$ cat config.mk
export PLATFORM = sky130hd
export DESIGN_NAME = pc_branch_unit
export DESIGN_NICKNAME = d
export VERILOG_FILES = /design/src/rtl/pc_branch_unit.sv
export SDC_FILE = /design/constraint.sdc
export NUM_CORES = 1
export LEC_CHECK = 0
export ABC_AREA = 1
export CAP_MARGIN = 20
export CORE_ASPECT_RATIO = 1.4
export CORE_UTILIZATION = 51
export CTS_CLUSTER_DIAMETER = 60
export DETAILED_ROUTE_END_ITERATION = 12
export PLACE_DENSITY = 0.84
export SKIP_CTS_REPAIR_TIMING = 1
export SLEW_MARGIN = 5
export SYNTH_ARGS = -nofsm -noshare
export SYNTH_HDL_FRONTEND = slang
export SYNTH_SLANG_ARGS = --single-unit
$ cat constraint.sdc
create_clock -name clk -period 4.9 [get_ports clk]
set_input_delay 0.98 -clock clk [delete_from_list [all_inputs] [get_ports clk]]
set_output_delay 0.98 -clock clk [all_outputs]
set_load 0.05 [all_outputs]
$ cat src/rtl/pc_branch_unit.sv
// Next-PC / fetch-PC stage: owns the PC register and resolves EX redirects
// (JR > J/JAL > taken branch). If instruction memory is busy, it parks the
// redirect in a pending register. It pulses flush on every accepted redirect.
module pc_branch_unit #(
  parameter logic [31:0] RESET_PC = 32'h0000_0000,
  parameter int unsigned CNT_W    = 16
) (
  input  logic             clk,
  input  logic             rst_n,
  input  logic             imem_ready_i,
  input  logic             stall_i,
  input  logic [31:0]      ex_pc4_i,
  input  logic             br_valid_i,
  input  logic             br_taken_i,
  input  logic [31:0]      br_offset_i,
  input  logic             jmp_valid_i,
  input  logic [25:0]      jmp_index_i,
  input  logic             jr_valid_i,
  input  logic [31:0]      jr_target_i,
  output logic [31:0]      pc_o,
  output logic [31:0]      pc4_o,
  output logic             if_valid_o,
  output logic             flush_o,
  output logic             addr_err_o,
  output logic [CNT_W-1:0] redir_cnt_o
);

  typedef enum logic [1:0] {StBoot, StRun, StPend, StErr} state_e;

  state_e           state_q, state_d;
  logic [31:0]      pc_q, pc_d;
  logic [31:0]      pend_q, pend_d;
  logic             flush_q, flush_d;
  logic             err_q, err_d;
  logic [CNT_W-1:0] cnt_q, cnt_d;

  logic             br_take;
  logic             br_sel;
  logic             redir;
  logic [31:0]      target;

  // Redirect decode and target selection, JR has highest priority
  always_comb begin
    br_take = br_valid_i & br_taken_i;
    redir   = jr_valid_i | jmp_valid_i | br_take;
    br_sel  = br_take & ~jr_valid_i & ~jmp_valid_i;
    if (jr_valid_i) begin
      target = jr_target_i;
    end else if (jmp_valid_i) begin
      target = {ex_pc4_i[31:28], jmp_index_i, 2'b00};
    end else begin
      target = ex_pc4_i + br_offset_i;
    end
  end

  // Next-state logic for PC, pending target, flush, error and redirect counter
  always_comb begin
    state_d = state_q;
    pc_d    = pc_q;
    pend_d  = pend_q;
    flush_d = 1'b0;
    err_d   = err_q;
    cnt_d   = cnt_q;
    unique case (state_q)
      StBoot: state_d = StRun;
      StRun, StPend: begin
        if (redir) begin
          flush_d = 1'b1;
          if (target[1:0] != 2'b00) begin
            state_d = StErr;
            err_d   = 1'b1;
          end else begin
            if (br_sel && (cnt_q != {CNT_W{1'b1}})) cnt_d = cnt_q + 1'b1;
            if (imem_ready_i) begin
              pc_d    = target;
              state_d = StRun;
            end else begin
              // Newer redirect replaces any older parked target
              pend_d  = target;
              state_d = StPend;
            end
          end
        end else if (state_q == StPend) begin
          // Stall has no effect while a redirect is parked
          if (imem_ready_i) begin
            pc_d    = pend_q;
            state_d = StRun;
          end
        end else if (imem_ready_i && !stall_i) begin
          pc_d = pc_q + 32'd4;
        end
      end
      StErr: state_d = StErr;
      default: state_d = StBoot;
    endcase
  end

  // State registers, asynchronous active-low reset
  always_ff @(posedge clk or negedge rst_n) begin
    if (!rst_n) begin
      state_q <= StBoot;
      pc_q    <= RESET_PC;
      pend_q  <= 32'h0;
      flush_q <= 1'b0;
      err_q   <= 1'b0;
      cnt_q   <= '0;
    end else begin
      state_q <= state_d;
      pc_q    <= pc_d;
      pend_q  <= pend_d;
      flush_q <= flush_d;
      err_q   <= err_d;
      cnt_q   <= cnt_d;
    end
  end

  // Output mapping
  always_comb begin
    pc_o        = pc_q;
    pc4_o       = pc_q + 32'd4;
    if_valid_o  = (state_q == StRun) || (state_q == StPend);
    flush_o     = flush_q;
    addr_err_o  = err_q;
    redir_cnt_o = cnt_q;
  end

endmodule

==> flow_metrics.py <==
metrics = {
    "worst_setup_path": {
        "crit_arrival_ns": 3.03,
        "crit_type": "reg2out",
        "crit_path_start_kind": "flip-flop",
        "crit_required_ns": 3.92,
        "cp_max_fo": 6,
        "endpoint_kind": "primary output",
    },
    "sta": {
        "rsz0062_at_grt": "no",
        "timing.fmax_ghz": 0.2491,
        "worstMarginPinSlew_ns": 0.8939,
        "finalCritPeriodShare_pct": 81.91,
        "max-slew-margin-rel_pct": 40.32,
        "fin_crit_ns": 4.014,
        "drv_slew": 0,
        "skew_ns": 0.01266,
        "setup_violations": 0,
        "fin_tns_setup_ns": 0,
        "hold_violations": 0,
    },
    "finish": {
        "fin_cells": 1707,
        "final_cell_mix": "nand2_1, clkdlybuf4s50_1, inv_1, nor2_1, a21oi_1",
        "fin_nets": 1677,
        "drive_gt1_share_pct": 3.630,
        "antenna-diode-count": 0,
        "layout_commonest_cell": "nand2_1",
        "num-fill-cells": 1377,
        "syn2layout_area_growth_pct": 32.10,
    },
    "yosys": {
        "avgSynthCellArea_sq_um": 6.022,
        "synth_nets": 1487,
        "ys_ff_latch": 84,
        "ys_seq_area_share_pct": 26.44,
        "synthDistinctLibCells": 48,
        "syn-cell-area_sq_um": 7949,
        "synth_warnings": 0,
        "synthCells": 1320,
    },
    "place": {
        "numPortBuffers": 212,
        "gp_congestion": 1.016,
        "place_inst": 1691,
        "post-dp-hpwl_mm": 20.52,
    },
    "detailed_routing": {
        "via_per_inst": 5.353,
        "vias": 9138,
        "first_iter_violations": 616,
        "dr.pass1.iters": 7,
        "post-route-drc-count": 0,
        "wl_per_cell_microns": 15.07,
        "wl_mm": 25.73,
        "antenna_left": 0,
    },
    "clocking": {
        "max-clock-path-buffers": 2,
        "path_clk_slew_ns": 0.06,
        "cts_tree": "yes",
        "cts_max_level": 3,
        "cts_buffers": 9,
        "cts_num_sinks": 84,
        "clk_latency_ns": 0.35,
        "root_buffer": "clkbuf_16",
    },
    "power": {
        "p_leak_nw": 5.381,
        "pwr_density_cell_nw_per_um2": 495.2,
        "ir_worst_vdd_mv": 0.4224,
    },
    "floorplan": {
        "dieArea_sq_um": 16100,
        "start_util_pct": 52.57,
        "die_w_microns": 107.5,
        "fp.dieH_microns": 149.7,
        "core-area_sq_um": 15120,
        "std_cell_rows": 53,
        "ios": 213,
    },
    "run": {
        "maxCapViolCount": 0,
    },
    "outcome": {
        "outcome": "finished clean",
    },
    "global_route": {
        "grt_max_degree": 62,
        "grt_pass1_wl_mm": 41.08,
        "first_global_vias": 8410,
        "antenna_found_initial": 0,
        "grtUsageTotal_pct": 32.54,
        "grt_overflow": 0,
    },
    "hold_path": {
        "min-delay-path-class": "reg2reg",
    },
}
## through the flow
step                      hold WS, ns  area (sq um)  power, W  utilization, %  setup slack, ns
after detailed placement       0.4687         10180  0.004431           67.35            1.244
after CTS                      0.4822         10500  0.005173           69.45           0.9214
after global routing           0.5007         10500  0.005489           69.45           0.7441
after global placement         0.4593         10180  0.004379           67.35            1.310
after floorplan                0.4493          7949  0.003356               -            1.636
final                          0.4759         10500  0.005200           69.45           0.8863
## where the power goes
group / switching, W / internal [W]
logic: 0.00217 / 0.00104
clock network: 0.000282 / 0.000447
registers: 0.000297 / 0.000964
## logic make-up (layout without fill, tap and decap cells)
family          count (synthesis)  in the layout  synth area share [%]
simple gates                  742            742                 39.02
buf+inv                       234            429                 11.44
compound gates                177            177                 12.01
flops                          84             84                 26.44
xor+xnor                       46             46                 5.163
fa+ha+maj                      37             37                 5.918
## per-layer routing
| metal | vias up | share of wire (%) | routed length, microns | GRT usage [%] |
|---|---|---|---|---|
| met3 | 71 | 6.4 | 1646 | 2.526 |
| met4 | 0 | 4.1 | 1046 | 14.38 |
| met2 | 434 | 51 | 13090 | 57.72 |
| met5 | - | 0 | 0 | 0 |
| met1 | 4104 | 39 | 9946 | 39.90 |
| li1 | 4529 | - | - | - |
## sequential cells by signal (all words and copies together) (netlist names)
| name | count |
|---|---|
| addr_err_o | 1 |
| flush_o | 1 |
| pc_o | 32 |
| pend_q | 32 |
| redir_cnt_o | 16 |
| state_q | 2 |
## final cells by class
cell class / instances / area, sq um / area share, %
flip-flops and latches: 84 / 2102 / 20.02
multi-input cells: 1002 / 4937 / 47.02
well taps: 192 / 240.2 / 2.288
clock buffers: 10 / 229.0 / 2.181
inverters: 194 / 730.7 / 6.959
clock inverters: 6 / 88.84 / 0.8460
repair buffers: 219 / 2172 / 20.69
## worst max-delay path, stage by stage, from the launching register on
cell	delay [ns]
dfrtp_1	0.45
ha_1	0.28
nand2_1	0.09
nor2_2	0.32
nand2_2	0.16
inv_2	0.10
nand4_1	0.16
or2_1	0.27
nand2_1	0.06
clkdlybuf4s50_1	0.80
## final timing paths
path / start / end / slack [ns] / cells past startpoint
max in group asynchronous: rst_n / pc_o[22] / 3.30 / 2
hold / removal: addr_err_o / addr_err_o / 0.48 / 1
hold reg to reg: addr_err_o / addr_err_o / 0.48 / 1
min in group asynchronous: rst_n / redir_cnt_o[4] / 0.54 / 1
setup reg to reg: state_q[0] / pc_o[1] / 2.43 / 11
setup / recovery: pc_o[2] / pc4_o[26] / 0.89 / 9
## cell usage after synthesis, drive strengths merged
cell / n / area, sq um
nor4b: 1 / 8.760
o21bai: 3 / 22.52
fa: 1 / 20.02
and2: 1 / 6.260
nand2: 504 / 1926
inv: 194 / 730.7
o31ai: 2 / 15.01
buf: 21 / 107.6
a21oi: 86 / 430.4
a22oi: 2 / 20.02
clkbuf: 19 / 71.32
nand3: 78 / 400.4
nor4: 6 / 58.80
xor2: 26 / 227.7
nand3b: 1 / 7.510
nor2: 111 / 454.2
o211ai: 8 / 60.06
xnor2: 20 / 182.7
or2: 6 / 37.54
ha: 36 / 450.4
nand4: 14 / 93.84
dfrtp: 84 / 2102
or3: 1 / 6.260
o21a: 1 / 7.510
nor3: 18 / 95.09
a31oi: 9 / 56.30
o21ai: 64 / 327.8
nor3b: 1 / 7.510
a21o: 2 / 15.01
Note: power is estimated with default switching activity, not from simulation.
